## config.mk

```make
export PLATFORM = sky130hd
export DESIGN_NAME = mxu_operand_loader
export DESIGN_NICKNAME = d
export VERILOG_FILES = /design/src/rtl/mxu_operand_loader.sv
export SDC_FILE = /design/constraint.sdc
export NUM_CORES = 1
export LEC_CHECK = 0
export ABC_AREA = 1
export CAP_MARGIN = 20
export CELL_PAD_IN_SITES_DETAIL_PLACEMENT = 1
export CELL_PAD_IN_SITES_GLOBAL_PLACEMENT = 1
export CORE_AREA = 4 4 137 139
export DETAILED_ROUTE_END_ITERATION = 12
export DIE_AREA = 0 0 141 143
export PLACE_DENSITY_LB_ADDON = 0.3
export SLEW_MARGIN = 20
export SYNTH_ARGS = -nofsm -noshare
export SYNTH_HDL_FRONTEND = slang
export SYNTH_SLANG_ARGS = --single-unit
```

## constraint.sdc

```tcl
create_clock -name clk -period 5.8 [get_ports clk]
set_input_delay 1.16 -clock clk [delete_from_list [all_inputs] [get_ports clk]]
set_output_delay 1.16 -clock clk [all_outputs]
set_load 0.005 [all_outputs]
```

## src/rtl/mxu_operand_loader.sv

```systemverilog
// Operand feeder for the temporal MXU: streams a DIMxDIM A matrix then a B matrix
// (row-major), fires a one-cycle start, and holds both until the MXU signals done.
module mxu_operand_loader #(
  parameter int unsigned DIM       = 4,
  parameter int unsigned BIT_WIDTH = 4
) (
  input  logic                                       clk,
  input  logic                                       reset,
  input  logic [BIT_WIDTH-1:0]                       in_data,
  input  logic                                       in_valid,
  output logic                                       in_ready,
  input  logic                                       mxu_done,
  output logic                                       start,
  output logic                                       busy,
  output logic [DIM-1:0][DIM-1:0][BIT_WIDTH-1:0]     A,
  output logic [DIM-1:0][DIM-1:0][BIT_WIDTH-1:0]     B
);

  localparam int unsigned NumElem  = DIM * DIM;
  localparam int unsigned CNT_BITS = $clog2(2 * NumElem);

  localparam logic [CNT_BITS-1:0] LastA = CNT_BITS'(NumElem - 1);
  localparam logic [CNT_BITS-1:0] LastB = CNT_BITS'(2 * NumElem - 1);

  typedef enum logic [1:0] {
    StLoadA,
    StLoadB,
    StStart,
    StWait
  } state_e;

  state_e                                   state_q, state_d;
  logic [CNT_BITS-1:0]                      cnt_q, cnt_d;
  logic [DIM-1:0][DIM-1:0][BIT_WIDTH-1:0]   a_q, b_q;
  logic                                     accept;

  assign accept = in_valid && in_ready;

  always_comb begin
    state_d = state_q;
    cnt_d   = cnt_q;
    unique case (state_q)
      StLoadA: begin
        if (accept) begin
          cnt_d = cnt_q + 1'b1;
          if (cnt_q == LastA) state_d = StLoadB;
        end
      end
      StLoadB: begin
        // Hold the counter on the final accept so it never wraps.
        if (accept) begin
          if (cnt_q == LastB) begin
            state_d = StStart;
          end else begin
            cnt_d = cnt_q + 1'b1;
          end
        end
      end
      StStart: state_d = StWait;
      StWait: begin
        if (mxu_done) begin
          state_d = StLoadA;
          cnt_d   = '0;
        end
      end
      default: state_d = StLoadA;
    endcase
  end

  always_comb begin
    in_ready = 1'b0;
    start    = 1'b0;
    busy     = 1'b0;
    unique case (state_q)
      StLoadA: in_ready = 1'b1;
      StLoadB: in_ready = 1'b1;
      StStart: begin
        start = 1'b1;
        busy  = 1'b1;
      end
      StWait:  busy = 1'b1;
      default: in_ready = 1'b0;
    endcase
  end

  always_ff @(posedge clk or posedge reset) begin
    if (reset) begin
      state_q <= StLoadA;
      cnt_q   <= '0;
    end else begin
      state_q <= state_d;
      cnt_q   <= cnt_d;
    end
  end

  // One write-enabled register per element; only the addressed element updates.
  for (genvar r = 0; r < DIM; r++) begin : g_row
    for (genvar c = 0; c < DIM; c++) begin : g_col
      localparam logic [CNT_BITS-1:0] IdxA = CNT_BITS'(r * DIM + c);
      localparam logic [CNT_BITS-1:0] IdxB = CNT_BITS'(NumElem + r * DIM + c);

      always_ff @(posedge clk or posedge reset) begin
        if (reset) begin
          a_q[r][c] <= '0;
        end else if (accept && (cnt_q == IdxA) && (state_q == StLoadA)) begin
          a_q[r][c] <= in_data;
        end
      end

      always_ff @(posedge clk or posedge reset) begin
        if (reset) begin
          b_q[r][c] <= '0;
        end else if (accept && (cnt_q == IdxB) && (state_q == StLoadB)) begin
          b_q[r][c] <= in_data;
        end
      end
    end
  end

  assign A = a_q;
  assign B = b_q;

endmodule

```

# Word level (Yosys, flattened, before mapping)
# Cells that the tools add are included.
# classes
eq_ne	40
muxes	14
n_addsub	1
reduce_logical	72
# op_table
cell	n
5-bit equality test, second input constant	16
1-bit logical AND	65
5-bit by 4-bit equality test with 1-bit output, second input constant	8
5-bit by 3-bit equality test with 1-bit output, second input constant	4
5-bit 2-to-1 mux	4
5-bit one-hot mux with 3 select lines	1
5-bit by 2-bit equality test with 1-bit output, second input constant	2
2-bit 2-to-1 mux	5
5-bit AND reduction	2
2-bit != test, second input constant	4
2-bit one-hot mux with 4 select lines	1
5-bit by 1-bit adder with 5-bit output, second input constant	1
5-bit by 1-bit equality test with 1-bit output, second input constant	1
5-bit zero test	1
2-bit equality test, second input constant	2
2-bit by 1-bit != test with 1-bit output, second input constant	2
2-bit OR reduction	2
1-bit 2-to-1 mux	3
3-bit nonzero test	1
2-bit by 1-bit equality test with 1-bit output, second input constant	1
2-bit zero test	1
# totals
wordCells	161
out_inout_bits	131
ff_bits	135

# Depth between registers and ports, before layout
# logic_depth
depth_word	6
depth_mapped	10
depth_no_buf	10

# Worst setup path before layout
# No wires, ideal clock.
# synth_path
kind	input -> register
from	in in_valid
to	reg a_q, in the netlist A[35]
cell_stages	6
setup_ns	0.133
arrival_ns	1.901
path_slack_ns	3.765
cell_sequence	inv_1 nor3_2 buf_4 nand2_1 nand2_1 o21ai_0
# synth_via
elab_chain_cells	3
# synth_lines
item	line	text
start, declared	10	input logic in_valid,
1-bit logical AND	37	assign accept = in_valid && in_ready;
1-bit logical AND (2 in series)	105	end else if (accept && (cnt_q == IdxA) && (state_q == StLoadA)) begin
end signal, assigned by index	106	a_q[r][c] <= in_data;
end, declared	34	logic [DIM-1:0][DIM-1:0][BIT_WIDTH-1:0] a_q, b_q;
# No other way between the ends.
# A chain may end at the register's enable or synchronous reset.

# Worst setup path in the final report
# layout_path
from	reg state_q[0]
to	out in_ready
# layout_via
elab_chain_cells	3
word_cells_on_any_way	4
# layout_lines
item	line	text
start, declared	32	state_e state_q, state_d;
start signal, assigned	88	state_q <= StLoadA;
start signal, assigned	91	state_q <= state_d;
2-bit by 1-bit equality test with 1-bit output / 2-bit zero test (equally long branches)	74	unique case (state_q)
2-bit OR reduction (no source line) (*)	--	
1-bit 2-to-1 mux (*)	74	
end, declared	11	output logic in_ready,
# Every way passes the cells marked *; elsewhere a longest branch is shown, timed or not.

==> impl_metrics.csv <==
group,metric,value,unit
clock_tree,clk_pin_slew_worst_paths,0.06,ns
finish,final_cell_mix,"nand2_1 (153), clkdlybuf4s50_1 (138), dfrtp_1 (135)",
die,placeableCoreArea,17700,um^2
global_route,grt.overflow.total,0,
die,start_util,31.1,%
finish,layout_commonest_cell,"nand2_1",
clock_tree,cts-resized-gates,0,
drt,drc,0,
clock_tree,cts_buffer_depth,2,
hold_path,worstHoldPathType,"flip-flop to flip-flop",
worst_setup_path,critical_path_class,"flip-flop to output pin",
drt,vias,4512,
synth,yosysWarnings,0,
clock_tree,cts.sinks,135,
sta,slew_headroom,38.6,%
sta,setup_viol,0,
clock_tree,cts.root.buffer_cell,"clkbuf_16",
synth,synthesis.nets,600,
placement,place_inst,938,
placement,globalplace.congestion,0.725,
global_route,grt_util_all_layers,17.3,%
drt,dr.pass1.iters,4,
sta,fmax,0.327,GHz
worst_setup_path,crit_chain,"inv_1, ha_1, inv_1, nand2_1, clkdlybuf4s50_1",
sta,finalCritPeriodShare,52.8,%
finish,finalNetCount,746,
synth,netlist_area,5490,um^2
worst_setup_path,cp_slowest_cell,"clkdlybuf4s50_1",
clock_tree,hold_buffers,0,
sta,hold-worst-slack,0.484,ns
synth,syn_area_per_cell,9.44,um^2
sta,worst_pin_slew,0.920,ns
pwr,leakagePower,0.00361,uW
placement,dpl.hpwl,11900,um
die,die_w,141,um
placement,portBuffers,138,
global_route,grt_max_degree,99,
drt,final_antenna_net_count,0,
die,rows,49,
worst_setup_path,cp-end-kind,"output pin",
sta,rsz0062_at_grt,"false",
clock_tree,htreeDepth,4,
sta,min_period,3.06,ns
sta,skew,0.00910,ns
finish,syn_to_final_growth,40.8,%
synth,yosysSeqAreaShare,61.5,%
synth,postSynthCellCount,582,
job,cap_violations,0,
synth,yosysUniqueCellTypes,20,
finish,fill_cells,2002,
pwr,power_density,500,nW/um^2
worst_setup_path,crit_top_cell,"inv_1",
worst_setup_path,required,4.64,ns
sta,tns,0,ns
drt,wirelength,17000,um
global_route,grt_pass1_vias,4853,
worst_setup_path,worstPathMaxFanout,4,
placement,place_area,7130,um^2
sta,slew_viol_final,0,
global_route,grt_pass1_wl,27000,um
global_route,antenna_found_initial,0,
die,ios,139,
sta,final_hold_viol_count,0,
worst_setup_path,crit_path_max_incr_delay,0.53,ns
drt,avgViaCountPerCell,4.66,
synth,ys_ff_latch,135,
pwr,vdd_drop_max,0.000219,V
clock_tree,postCtsSetupBuffers,0,
worst_setup_path,cp_top_family,"buffers and inverters",
finish,antennaDiodeCount,0,
worst_setup_path,crit_arrival,1.90,ns
outcome,status,"finished clean",
drt,wl_per_cell,17.5,um
clock_tree,cts_tree,"done",
worst_setup_path,cp-start-kind,"flip-flop",
drt,drtIter0Drc,171,
die,dieArea,20200,um^2
worst_setup_path,path_buf_inv,3,
finish,layout-drive-gt1-share,7.44,%
clock_tree,numCtsBuffers,17,
clock_tree,clock_latency,0.42,ns
finish,final_area,7730,um^2
finish,layout.cells.non_filler,968,
die,die_h,143,um
-- tightest hold or removal path, cell delays in order (launching register included) --
cell and delay [ns]:
dfrtp_1 0.34, nand2_1 0.05, o21ai_0 0.06
-- layout make-up --
cell class | count | area (um^2) | area share [%]
clock buffers | 19 | 453 | 5.86
clock inverters | 11 | 150 | 1.94
inverters | 74 | 283 | 3.66
multi-input cells | 358 | 1770 | 22.9
flip-flops and latches | 135 | 3380 | 43.7
well taps | 229 | 287 | 3.70
repair buffers | 142 | 1410 | 18.2
-- cell families after synthesis --
kind of cell,after synthesis,synth area share [%]
buffers and inverters,89,6.24
XOR/XNOR,1,0.159
AND/OR/NAND/NOR,212,17.5
flip-flops,135,61.5
adder cells (fa/ha/maj),10,2.28
AO/OA/AOI/OAI,135,12.3
-- state kept, by name, indices dropped and copies added (netlist names) --
register	cells
B	64
state_q	2
A	64
cnt_q	5
-- report_power, final --
part | switching [uW] | internal, uW | total (uW)
combinational | 596 | 691 | 1290
sequential | 218 | 1250 | 1470
clock | 415 | 695 | 1110
-- synth_stat cells (all sizes together) --
cell,n,area [um^2]
a21oi,16,80.1
buf,3,20.0
clkbuf,12,45.0
dfrtp,135,3380
ha,10,125
inv,74,278
nand2,155,587
nand3,8,45.0
nand4,1,6.26
nor2,35,161
nor3,12,158
o21ai,119,596
or2,1,6.26
xor2,1,8.76
-- stage by stage --
step           total power, uW  setup WS (ns)  utilization [%]
2_1_floorplan             1940           1.03                -
3_3_place_gp              2720           2.34             40.3
3_5_place_dp              2790           2.58             40.4
4_1_cts                   3920           2.72             43.8
5_1_grt                   4110           2.63             43.8
6_report                  3870           2.74             43.8
-- final timing paths --
path                       startpoint       end  slack (ns)  depth (start not counted)
max                        state_q[0]  in_ready        2.74                          5
min                              A[7]      A[7]        0.48                          2
max reg2reg                state_q[1]     B[54]        3.57                          5
min reg2reg                      A[7]      A[7]        0.48                          2
max in group asynchronous       reset     A[43]        3.40                          3
min in group asynchronous       reset     B[39]        1.31                          2
-- routing by layer --
layer	global-route usage (%)	vias to the layer above	part of all wire, %
li1	-	2135	-
met3	4.15	16	4.2
met1	21.9	2267	44
met5	0	-	0
met4	5.46	0	1.5
met2	29.6	94	50
(Power assumes the default switching activity.)
